`src/rtl/uart_tx_fifo_sched.sv`:
```
// ---------------------------------------------------------------------------
// uart_tx_fifo_sched
//
// Bus-attached transmit scheduler for the uart_tx core. Software pushes bytes
// into a circular FIFO through the peripheral bus. A small FSM then hands
// them to uart_tx one frame at a time, so software never has to poll busy
// per byte.
//
// Ports:
//   clk_i          system clock
//   rst_i          asynchronous active-high reset
//   req_i          bus request
//   write_enable_i 1 = write, 0 = read
//   addr_i         byte offset within the peripheral
//   write_data_i   bus write data
//   read_data_o    registered bus read data (0 after any non-read cycle)
//   tx_data_o      byte presented to uart_tx; holds the last launched byte
//   tx_valid_o     one-cycle launch strobe to uart_tx
//   tx_busy_i      uart_tx busy
//   irq_o          level interrupt: queue drained and transmitter idle
//
// Register map:
//   0x00 W  push write_data_i[7:0]
//   0x04 R  status = {16'b0, level[7:0], 5'b0, ovf, full, empty}
//   0x08 RW ctrl   = {irq_en, en}
//   0x0C W  writing exactly 1 flushes the FIFO and clears ovf
// ---------------------------------------------------------------------------
module uart_tx_fifo_sched #(
    parameter int DEPTH    = 16,
    parameter int IDLE_GAP = 0
) (
    input  logic        clk_i,
    input  logic        rst_i,
    input  logic        req_i,
    input  logic        write_enable_i,
    input  logic [31:0] addr_i,
    input  logic [31:0] write_data_i,
    output logic [31:0] read_data_o,
    output logic [7:0]  tx_data_o,
    output logic        tx_valid_o,
    input  logic        tx_busy_i,
    output logic        irq_o
);

    localparam int AW = (DEPTH > 1) ? $clog2(DEPTH) : 1;
    localparam int LW = AW + 1;

    localparam logic [LW-1:0] DEPTH_L  = LW'(DEPTH);
    // Last value of the gap counter before returning to IDLE; a zero gap
    // still spends exactly one cycle in GAP.
    localparam logic [7:0]    GAP_LAST = (IDLE_GAP == 0) ? 8'd0 : 8'(IDLE_GAP - 1);

    localparam logic [31:0] ADDR_DATA   = 32'h0000_0000;
    localparam logic [31:0] ADDR_STATUS = 32'h0000_0004;
    localparam logic [31:0] ADDR_CTRL   = 32'h0000_0008;
    localparam logic [31:0] ADDR_FLUSH  = 32'h0000_000C;

    typedef enum logic [2:0] {
        S_IDLE,
        S_LAUNCH,
        S_WAIT_BUSY,
        S_WAIT_DONE,
        S_GAP
    } state_t;

    state_t state;
    state_t next_state;

    logic [7:0]    mem [DEPTH];
    logic [AW-1:0] wr_ptr;
    logic [AW-1:0] rd_ptr;
    logic [LW-1:0] level;
    logic          ovf;
    logic          ctrl_en;
    logic          ctrl_irq_en;

    logic [1:0]    wait_cnt;
    logic [7:0]    gap_cnt;

    logic          bus_wr;
    logic          bus_rd;
    logic          push_req;
    logic          flush_req;
    logic          ctrl_wr;
    logic          push_ok;
    logic          pop_ok;
    logic          fifo_empty;
    logic          fifo_full;
    logic          launch;
    logic [8:0]    level_wide;
    logic [7:0]    level_field;
    logic [31:0]   rd_mux;

    // Bus decode. A push and a flush cannot arrive together on this bus,
    // but flush is still given priority so the FIFO rules stay explicit.
    assign bus_wr    = req_i & write_enable_i;
    assign bus_rd    = req_i & ~write_enable_i;
    assign push_req  = bus_wr && (addr_i == ADDR_DATA);
    assign ctrl_wr   = bus_wr && (addr_i == ADDR_CTRL);
    assign flush_req = bus_wr && (addr_i == ADDR_FLUSH) && (write_data_i == 32'd1);

    assign fifo_empty = (level == '0);
    assign fifo_full  = (level == DEPTH_L);

    // The head is consumed during the LAUNCH cycle. A flush in that same
    // cycle wins, and an already-flushed FIFO has nothing to pop.
    assign pop_ok  = (state == S_LAUNCH) && !fifo_empty && !flush_req;
    // A full FIFO still accepts a byte when the head leaves in the same cycle.
    assign push_ok = push_req && !flush_req && (!fifo_full || pop_ok);

    // Level saturates at 255 in the status field so DEPTH=256 still fits.
    assign level_wide  = 9'(level);
    assign level_field = level_wide[8] ? 8'hFF : level_wide[7:0];

    // Read mux for the registered read port.
    always_comb begin
        rd_mux = 32'd0;
        case (addr_i)
            ADDR_STATUS: rd_mux = {16'd0, level_field, 5'd0, ovf, fifo_full, fifo_empty};
            ADDR_CTRL:   rd_mux = {30'd0, ctrl_irq_en, ctrl_en};
            default:     rd_mux = 32'd0;
        endcase
    end

    // Control register: software-owned enable and interrupt enable.
    always_ff @(posedge clk_i or posedge rst_i) begin
        if (rst_i) begin
            ctrl_en     <= 1'b0;
            ctrl_irq_en <= 1'b0;
        end else if (ctrl_wr) begin
            ctrl_en     <= write_data_i[0];
            ctrl_irq_en <= write_data_i[1];
        end
    end

    // FIFO storage has no reset; validity is tracked by the level counter.
    always_ff @(posedge clk_i) begin
        if (push_ok) begin
            mem[wr_ptr] <= write_data_i[7:0];
        end
    end

    // Pointers, level counter and sticky overflow flag. Pointers wrap
    // naturally because DEPTH is a power of two.
    always_ff @(posedge clk_i or posedge rst_i) begin
        if (rst_i) begin
            wr_ptr <= '0;
            rd_ptr <= '0;
            level  <= '0;
            ovf    <= 1'b0;
        end else if (flush_req) begin
            wr_ptr <= '0;
            rd_ptr <= '0;
            level  <= '0;
            ovf    <= 1'b0;
        end else begin
            if (push_ok) begin
                wr_ptr <= wr_ptr + AW'(1);
            end
            if (pop_ok) begin
                rd_ptr <= rd_ptr + AW'(1);
            end
            case ({push_ok, pop_ok})
                2'b10:   level <= level + LW'(1);
                2'b01:   level <= level - LW'(1);
                default: level <= level;
            endcase
            if (push_req && fifo_full && !pop_ok) begin
                ovf <= 1'b1;
            end
        end
    end

    // Scheduler state register.
    always_ff @(posedge clk_i or posedge rst_i) begin
        if (rst_i) begin
            state <= S_IDLE;
        end else begin
            state <= next_state;
        end
    end

    // Next-state logic. WAIT_BUSY gives the core four cycles to raise busy;
    // if it never does (instant finish or dropped byte) the frame is treated
    // as done so the queue cannot stall.
    always_comb begin
        next_state = state;
        launch     = 1'b0;
        case (state)
            S_IDLE: begin
                if (ctrl_en && !fifo_empty && !tx_busy_i) begin
                    next_state = S_LAUNCH;
                    launch     = 1'b1;
                end
            end
            S_LAUNCH: begin
                next_state = S_WAIT_BUSY;
            end
            S_WAIT_BUSY: begin
                if (tx_busy_i) begin
                    next_state = S_WAIT_DONE;
                end else if (wait_cnt == 2'd3) begin
                    next_state = S_GAP;
                end
            end
            S_WAIT_DONE: begin
                if (!tx_busy_i) begin
                    next_state = S_GAP;
                end
            end
            S_GAP: begin
                if (gap_cnt == GAP_LAST) begin
                    next_state = S_IDLE;
                end
            end
            default: begin
                next_state = S_IDLE;
            end
        endcase
    end

    // Timeout and inter-frame gap counters; both restart from zero every
    // time their state is entered.
    always_ff @(posedge clk_i or posedge rst_i) begin
        if (rst_i) begin
            wait_cnt <= 2'd0;
            gap_cnt  <= 8'd0;
        end else begin
            wait_cnt <= (state == S_WAIT_BUSY) ? wait_cnt + 2'd1 : 2'd0;
            gap_cnt  <= (state == S_GAP && next_state == S_GAP) ? gap_cnt + 8'd1 : 8'd0;
        end
    end

    // Registered outputs. tx_valid_o is high exactly while in LAUNCH, and the
    // head byte is captured on the same edge so it lines up with the strobe.
    always_ff @(posedge clk_i or posedge rst_i) begin
        if (rst_i) begin
            tx_valid_o  <= 1'b0;
            tx_data_o   <= 8'd0;
            irq_o       <= 1'b0;
            read_data_o <= 32'd0;
        end else begin
            tx_valid_o  <= launch;
            if (launch) begin
                tx_data_o <= mem[rd_ptr];
            end
            irq_o       <= ctrl_irq_en && ctrl_en && fifo_empty &&
                           (state == S_IDLE) && !tx_busy_i;
            read_data_o <= bus_rd ? rd_mux : 32'd0;
        end
    end

endmodule

```
`config.mk`:
```
export PLATFORM = sky130hd
export DESIGN_NAME = uart_tx_fifo_sched
export DESIGN_NICKNAME = d
export VERILOG_FILES = /design/src/rtl/uart_tx_fifo_sched.sv
export SDC_FILE = /design/constraint.sdc
export NUM_CORES = 1
export LEC_CHECK = 0
export ABC_AREA = 1
export BUFFER_PORTS_ARGS = -buffer_cell sky130_fd_sc_hd__buf_2
export CAP_MARGIN = 20
export CORE_MARGIN = 4
export CORE_UTILIZATION = 62
export CTS_CLUSTER_SIZE = 30
export DETAILED_ROUTE_END_ITERATION = 7
export GPL_TIMING_DRIVEN = 0
export MAX_ROUTING_LAYER = met4
export PLACE_DENSITY = 0.85
export RECOVER_POWER = 100
export SKIP_LAST_GASP = 1
export SYNTH_ARGS = -nofsm -noshare
export SYNTH_HDL_FRONTEND = slang
export SYNTH_SLANG_ARGS = --single-unit
```
`constraint.sdc`:
```
create_clock -name clk_i -period 6.1 [get_ports clk_i]
set_input_delay 1.525 -clock clk_i [delete_from_list [all_inputs] [get_ports clk_i]]
set_output_delay 1.525 -clock clk_i [all_outputs]
set_load 0.02 [all_outputs]
```
## Yosys cells after proc, flatten, opt, wreduce, memory -nomap -nowiden

Memory sizes are Yosys's and may differ from the RTL's. A register that Yosys moved wholly into a read port is not among the register bits.
Cells that the tools add are included.

- Output and inout bits: 42
- Bits in writable memories: 128
- Register bits after elaboration: 63
- Memories: 1
- Input port bits: 69

Memory list:

| name | depth | bits a word | read ports | clocked after memory_dff | wr ports | RTL line | source |
|---|---|---|---|---|---|---|---|
| mem | 16 | 8 | 1 | 1 | 1 | 69 | `logic [7:0] mem [DEPTH];` |

- Bitwise logic cells: 3
- Muxes and demuxes: 22
- Add/sub/neg operators: 6
- Reductions and logical operators: 31
- Equality and inequality tests: 13

Operators with widths:

| cell | number |
|---|---|
| $eq 32x4->1 const B | 2 |
| $eq 32x1->1 const B | 1 |
| $eq 32x3->1 const B | 1 |
| $logic_not 32->1 | 1 |
| $mux 32 | 1 |
| $pmux 13 s2 | 1 |
| $logic_and 1x1->1 | 17 |
| $mux 4 | 4 |
| $mux 3 | 5 |
| $pmux 3 s5 | 1 |
| $pmux 5 s2 | 1 |
| $add 4x1->4 const B | 2 |
| $add 8x1->8 const B | 1 |
| $logic_not 8->1 | 1 |
| $mux 8 | 1 |
| $eq 3x2->1 const B | 2 |
| $eq 3x3->1 const B | 2 |
| $mux 1 | 6 |
| $reduce_bool 2->1 | 3 |
| $add 5x1->5 const B | 1 |
| $eq 5x5->1 const B | 1 |
| $logic_not 1->1 | 5 |
| $logic_not 5->1 | 1 |
| $mux 5 | 1 |
| other kinds (11) | 13 |

## Logic depth before layout (Yosys ltp)

Gate-level depths: netlist of the first run.

- Depth in word-level cells: 10
- Gate-level depth with buffers: 17

## Least setup slack after synthesis of the first run

Ideal clock, no wire load.

- Path kind: in2reg
- Start point: in addr_i[15]
- End point: reg level[3]
- Library setup time: 127 ps
- Stages on the path: 16
- Arrival time: 3414 ps
- Slack: 2559 ps
- Cell sequence: nor2_1 nand2_1 nor2_4 nand2_1 nor2_2 nand3_4 nand3_1 inv_1 ha_1 a21oi_1 nand2_1 or2_2 nand3_1 inv_1 nand2_1 o21ai_0

- Cells in the longest elaborated chain, start to end: 10

Ends and longest elaborated chain:

| item | RTL line | source |
|---|---|---|
| start, declared | 36 | `input logic [31:0] addr_i,` |
| $eq 32x4->1 | 100 | `assign flush_req = bus_wr && (addr_i == ADDR_FLUSH) && (write_data_i == 32'd1);` |
| $logic_and 1x1->1 (2 in a row) | 100 |  |
| $logic_not 1->1 | 107, 109 |  |
| $logic_and 1x1->1 | 107 | `assign pop_ok = (state == S_LAUNCH) && !fifo_empty && !flush_req;` |
| $logic_or 1x1->1 | 109 | `assign push_ok = push_req && !flush_req && (!fifo_full \|\| pop_ok);` |
| $logic_and 1x1->1 | 109 |  |
| $eq 2x1->1 or $eq 2x2->1 (tied branches) | 163 | `case ({push_ok, pop_ok})` |
| $pmux 5 s2 | 163 |  |
| $mux 5 | 151 | `end else if (flush_req) begin` |
| end signal, assigned | 164 | `2'b10: level <= level + LW'(1);` |
| end signal, assigned | 165 | `2'b01: level <= level - LW'(1);` |
| end signal, assigned | 166 | `default: level <= level;` |
| end, declared | 72 | `logic [LW-1:0] level;` |

Several ways; a longest one is shown, not always the timed one.
A chain may end at the register's enable or synchronous reset.

## Worst setup path after layout of the first run

- Start point: in write_data_i[1]
- End point: mem mem[11][1] (enable)

- Cells in the longest elaborated chain, start to end: 8

Ends and longest elaborated chain:

| item | RTL line | source |
|---|---|---|
| start, declared | 37 | `input logic [31:0] write_data_i,` |
| $eq 32x1->1 * | 100 |  |
| $logic_and 1x1->1 * | 100 |  |
| $logic_not 1->1 * | 107, 109 |  |
| $logic_and 1x1->1 | 107 |  |
| $logic_or 1x1->1 | 109 |  |
| $logic_and 1x1->1 * | 109 |  |
| $mux 1 * | 138 | `if (push_ok) begin` |
| $mux 1 (not written as such) * | 139 | `mem[wr_ptr] <= write_data_i[7:0];` |
| end, declared | 69 |  |

Mark *: on every way between the ends. The rest lies on a longest branch, timed or not.

==> results.md, run 1 <==
* Run status: finished, violations left
* Failing checks: max-capacitance violations, max-slew violations
* Later-pin clock latency in the skew report at 430 ps
* Number of global-route vias before repair at 5930
* Worst Setup Path Type: in2reg
* Pre-CTS setup slack at 2010 ps
* Share of async-settable or async-resettable flops after synthesis at 0.269
* DRC at 0
* Switch Pwr at 0.000549 W
* Leakage power total at 3.66 nW
* Reg2reg setup slack at 3060 ps
* Worst hold path depth at 1
* Avg Inst Size Synth at 10.2 sq um
* Top cell type's share of synthesized area at 0.475
* Overall power at 0.00244 W
* Power share of the clock group at 0.440
* Worst setup EP type: register
* Rows at 41
* Final WL at 19800 um
* Sequential fraction of the synthesis area at 0.620
* RD Place Congestion at 0.866
* P_int at 0.00189 W
* Cts hold-fix bufs at 0
* Worst path required time at 6210 ps
* Post-route worst setup slack at 1350 ps
* Buffers on Ports at 86
* Core area at 12700 sq um
* Power share of the combinational group at 0.037
* Top FF cell, synth: edfxtp_1
* Clock sinks at 175
* Max VDD drop at 195 uV
* Die width at 122 um
* H-tree Lvls at 4
* DRT iter0 DRCs at 842
* Initial antenna violation count at 0
* Hold Vio Cnt, Final at 0
* Period utilization at 0.779
* Setup TNS at 0 ps
* Max Clock Skew at 9.32 ps
* First-pass GRT wire length at 30700 um
* Final setup violation count at 0
* Max frequency at 210 MHz
* Vias per cell at 5.73
* Largest net degree at the start of global routing at 31
* Finished Core Util at 0.735
* Tmin final at 4750 ps
* Nets at 1004
* Worst hold path class: reg2reg
* Crit Path Max Fanout at 18
* Num CTS Buffers at 17
* Post-Syn Instances at 792
* GRT Overall Usage at 0.283
* HPWL after DPL at 13300 um
* Worst setup SP type: input pin
* YS warnings at 0
* DR pass1 iterations at 7
* Initial core utilization at 0.637
* Die area at 15000 sq um
* Number of nets with antenna violations after routing at 0
* Count of cell types in the netlist at 43
* Seq cells post-synth at 175
* RSZ-0062 raised after global routing: no
* Worst R2R Path Depth at 10
* Clock Tree Root: clkbuf_16
* Clock transition at path regs at 70 ps
* Flop pwr share at 0.523
* Top Ports at 111
* Slew @ Worst Pin at 1740 ps
* Worst EP arrival at 4860 ps
* # resized after CTS at 0
* Longest Clk Path Bufs at 2
* Count leader, synth: nor2_1
* Post-synth EDFFs at 128
* Via count at 6348
* CTS tree: yes
* Max Cap Violations at 2
* Chip Height at 122 um
* GRT overflow at 0
* Fraction of layout cells with a size suffix above 1 at 0.141
* Slew HR at -0.175
* Cell Area, Synth at 8100 sq um
* Power Dens Cells at 261 nW/um^2
* Sw Ratio at 0.225
* Max-slew violations at 41
* Post-synth top area cell: edfxtp_1
* Top post-synthesis cells by count: nor2_1 (191), edfxtp_1 (128), o21ai_0 (79)
* Synthesis-to-finish area growth at 15.5%
* Antenna diodes at 0
* Top area cells in the synthesized netlist: edfxtp_1 (47%), dfrtp_1 (15%), nor2_1 (8.9%), o21ai_0 (4.9%), nand2_1 (3.2%)
* DR WL/cell at 17.8 um
* Post-CTS Setup Repair Bufs at 0
* Fill count at 876
through the flow:
step	std cells	area [sq um]	hold WS, ps
finish	1108	9350	444
floorplan	815	8180	407
global route	1108	9350	481
CTS	1107	9450	440
global placement	1073	8830	420
detailed placement	1075	8860	430
layout by cell type (no fill, tap or decap), types with 11 or more instances in the layout:
cell and instances:
clkbuf_16 17, dfrtp_1 47, nand3_1 42, edfxtp_1 128, buf_4 24, inv_1 53, o211ai_1 29, buf_2 65
o21ai_0 79, nor2_1 193, nand2_1 73, conb_1 24, nor3_1 18, clkbuf_1 49, ha_1 11
critical path, cell delays in order:
cell and delay [ps]:
clkbuf_1 800, inv_1 230, nand4_1 180, nor2_2 50, nand3_1 370, nand2_1 220
nand2_1 260, nand2_1 150, nor3_1 710, clkbuf_1 340
power by group through the flow:
stage | sequential [W] | clock, W | combinational (W)
floorplan | 0.00130 | 0 | 0.0000441
global placement | 0.00130 | 0 | 0.0000871
detailed placement | 0.00130 | 0 | 0.0000907
CTS | 0.00128 | 0.00108 | 0.0000908
global route | 0.00128 | 0.00114 | 0.0000992
finish | 0.00128 | 0.00108 | 0.0000894
area by class of cell:
class | instances | area (sq um) | share of cell area
Buffer | 50 | 284 | 0.0304
Clock buffer | 18 | 429 | 0.0459
Clock inverter | 14 | 168 | 0.0179
Inverter | 57 | 214 | 0.0229
Multi-Input combinational cell | 533 | 2610 | 0.279
Sequential cell | 175 | 5020 | 0.537
Tap cell | 172 | 215 | 0.0230
Timing Repair Buffer | 89 | 409 | 0.0438
cells by family (layout without fill, tap and decap cells):
family / Yosys count / after routing / share of synthesized area
AOI/OAI and AO/OA: 134 / 134 / 0.0975
xor gates and xnor gates: 5 / 5 / 0.00541
adders and majority gates: 12 / 12 / 0.0195
buffers and inverters: 107 / 228 / 0.0617
DFF: 175 / 175 / 0.620
muxes: 4 / 4 / 0.00494
other: 1 / 24 / 0.000463
and+or+nand+nor: 354 / 354 / 0.191
layer usage:
| metal | up-vias | global-route usage | part of all wire |
|---|---|---|---|
| li1 | 2952 | - | - |
| met1 | 2907 | 0.366 | 0.37 |
| met2 | 430 | 0.440 | 0.48 |
| met3 | 59 | 0.0733 | 0.13 |
| met4 | 0 | 0.0987 | 0.029 |
| met5 | - | - | 0 |
worst paths after layout:
path,startpoint,to
min in group asynchronous,rst_i,wait_cnt[0]$_DFF_PP0_
worst min register to register,wait_cnt[0]$_DFF_PP0_,wait_cnt[0]$_DFF_PP0_
max in group asynchronous,rst_i,rd_ptr[3]$_DFFE_PP0P_
worst max register to register,state[1]$_DFF_PP0_,mem[11][1]$_DFFE_PP_
worst min-delay path,wait_cnt[0]$_DFF_PP0_,wait_cnt[0]$_DFF_PP0_
worst max-delay path,write_data_i[1],mem[11][1]$_DFFE_PP_
state kept, by name, indices dropped and copies added, names as in the netlist:
name         count
level            5
tx_data_o        8
ctrl_en          1
wr_ptr           4
gap_cnt          8
irq_o            1
ovf              1
state            3
tx_valid_o       1
mem            128
wait_cnt         2
rd_ptr           4
ctrl_irq_en      1
read_data_o      8
Note: power is estimated with default switching activity, not from simulation.
==> inputs of run 2 (changes only) <==
Settings changed: CORE_UTILIZATION 62 to 58, PLACE_DENSITY 0.85 to 0.8.
Clock period 6.1 ns to 4.9 ns, I/O delays scaled along.
==> run 2 against run 1 <==
The flow still finishes with violations (max-capacitance violations, max-slew violations); final cell count up 0.36%; largest power group unchanged; combinational power up 24%; worst hold slack better by 3.4 ps; highest routed layer unchanged; core utilization down 4.1 points; largest cell class unchanged; sequential power up 24%; clock skew down 1.8 ps; final area down 0.21%; global-route usage down 3.6 points; sequential share of layout area up 0.12 points; register-to-register slack worse by 980 ps; clock power up 19%.
==> results.md, run 2 (synthesis results as in run 1) <==
* Critical path's largest stage delay at 730 ps
* Clock transition at path regs at 70 ps
* HPWL after DPL at 13200 um
* Rows at 42
* Fraction of layout cells with a size suffix above 1 at 0.140
* Max-slew violations at 10
* Die area at 15900 sq um
* DR WL/cell at 17.1 um
* Slew HR at -0.0798
* Final WL at 19000 um
* Buffers on Ports at 86
* Clock sinks at 175
* Tmin final at 3920 ps
* Crit-path cells: clkbuf_1 -> inv_1 -> nand4_1 -> nor2_1 -> nand3_4 -> nand2_1 -> nand2_1 -> nand2_1 -> nor3_1 -> clkbuf_1
* Fill count at 1006
* Later-pin clock latency in the skew report at 430 ps
* Initial antenna violation count at 0
* # resized after CTS at 0
* RD Place Congestion at 0.886
* Vias per cell at 5.66
* Switch Pwr at 0.000647 W
* Power Dens Cells at 320 nW/um^2
* Setup TNS at 0 ps
* DRT iter0 DRCs at 775
* Crit-path most repeated cell: nand2_1
* Largest reg by FF count: mem
* First-pass GRT wire length at 29500 um
* GRT overflow at 0
* Slew @ Worst Pin at 1600 ps
* Core area at 13500 sq um
* Design area at 9330 sq um
* Flop pwr share at 0.534
* Max reg flops at 128
* H-tree Lvls at 4
* Clock Tree Root: clkbuf_16
* CTS tree: yes
* Leakage power total at 3.64 nW
* Max VDD drop at 291 uV
* Crit path max-delay cell type: clkbuf_1
* Sw Ratio at 0.217
* Period utilization at 0.801
* Number of nets with antenna violations after routing at 0
* RSZ-0062 raised after global routing: no
* Cell Area, Placed at 8860 sq um
* Final setup violation count at 0
* Longest Clk Path Bufs at 2
* Power share of the clock group at 0.429
* Nets at 1004
* Post-CTS Setup Repair Bufs at 0
* Crit-path leading delay family: simple AND/OR/NAND/NOR gates
* Worst EP arrival at 4020 ps
* Num CTS Buffers at 17
* Antenna diodes at 0
* Commonest cells after routing, fill and taps aside: nor2_1 (194), edfxtp_1 (128), o21ai_0 (79), nand2_1 (73), buf_2 (65)
* Buf+Inv Stages, Crit Path at 3
* Die width at 126 um
* Chip Height at 126 um
* Worst setup EP type: register
* Worst Setup Path Type: in2reg
* P_int at 0.00234 W
* Largest net degree at the start of global routing at 26
* Max frequency at 255 MHz
* Via count at 6292
* Run status: finished, violations left
* Cts hold-fix bufs at 0
* Hold Vio Cnt, Final at 0
* Crit Path Max Fanout at 18
* Initial core utilization at 0.602
* Commonest non-fill, non-tap cell in the layout: nor2_1
* Worst setup SP type: input pin
* Max Cap Violations at 1
* Failing checks: max-capacitance violations, max-slew violations
* Worst path required time at 5000 ps
* Synthesis-to-finish area growth at 15.2%
* DRC at 0
* Max Clock Skew at 7.56 ps
* DR pass1 iterations at 6
* GRT Overall Usage at 0.247
* Top Ports at 111
* Number of global-route vias before repair at 5897
* Worst hold path class: reg2reg
* Final hold slack at 447 ps
* Power share of the combinational group at 0.037
[run 2: cell count changes in the layout (fill, tap and decap cells not counted), sizes merged]
cell and change:
clkinvlp +3, inv -2, clkbuf -1
[run 2: worst paths after layout]
kind / from / to / slack, ps / cells after the start
worst max-delay path: write_data_i[1] / mem[11][4]$_DFFE_PP_ / 980 / 10
worst min-delay path: wait_cnt[0]$_DFF_PP0_ / wait_cnt[0]$_DFF_PP0_ / 450 / 1
worst max register to register: state[1]$_DFF_PP0_ / mem[11][4]$_DFFE_PP_ / 2080 / 10
worst min register to register: wait_cnt[0]$_DFF_PP0_ / wait_cnt[0]$_DFF_PP0_ / 450 / 1
max in group asynchronous: rst_i / wr_ptr[3]$_DFFE_PP0P_ / 2210 / 3
min in group asynchronous: rst_i / state[0]$_DFF_PP0_ / 990 / 2
[run 2: power by group through the flow]
stage / Combinational [W] / Clock (W) / Sequential, W
finish: 0.000111 / 0.00128 / 0.00159
global route: 0.000124 / 0.00134 / 0.00159
CTS: 0.000113 / 0.00127 / 0.00159
detailed placement: 0.000113 / 0 / 0.00162
global placement: 0.000109 / 0 / 0.00162
floorplan: 0.0000549 / 0 / 0.00162
[run 2: layer usage]
layer	vias to the layer above	wire (um)	GRT usage
li1	2959	-	-
met4	0	418	0.0934
met1	2918	7630	0.318
met5	-	0	-
met2	376	9030	0.392
met3	39	1970	0.0491
[run 2: final cells by class]
class	instances	area, sq um	area share
buffer	50	284	0.0304
sequential	175	5020	0.538
clock buffer	17	425	0.0456
clock inverter	15	136	0.0146
multi-input combinational	533	2620	0.281
tap	176	220	0.0236
inverter	57	214	0.0229
timing repair buffer	89	409	0.0438
[run 2: through the flow]
step                      total power, W  cells  setup slack [ps]   util
after floorplan                  0.00168    815              1660      -
after global placement           0.00173   1077               936  0.657
after detailed placement         0.00174   1079              1100  0.659
after CTS                        0.00298   1111              1550  0.700
after global routing             0.00306   1112               739  0.694
final                            0.00298   1112               977  0.694
[run 2: worst reg2reg max path, delay by kind of cell (launching register included)]
family,cells,cell delay [ps]
buffers and inverters,3,660
DFF,1,400
and+or+nand+nor,7,1420
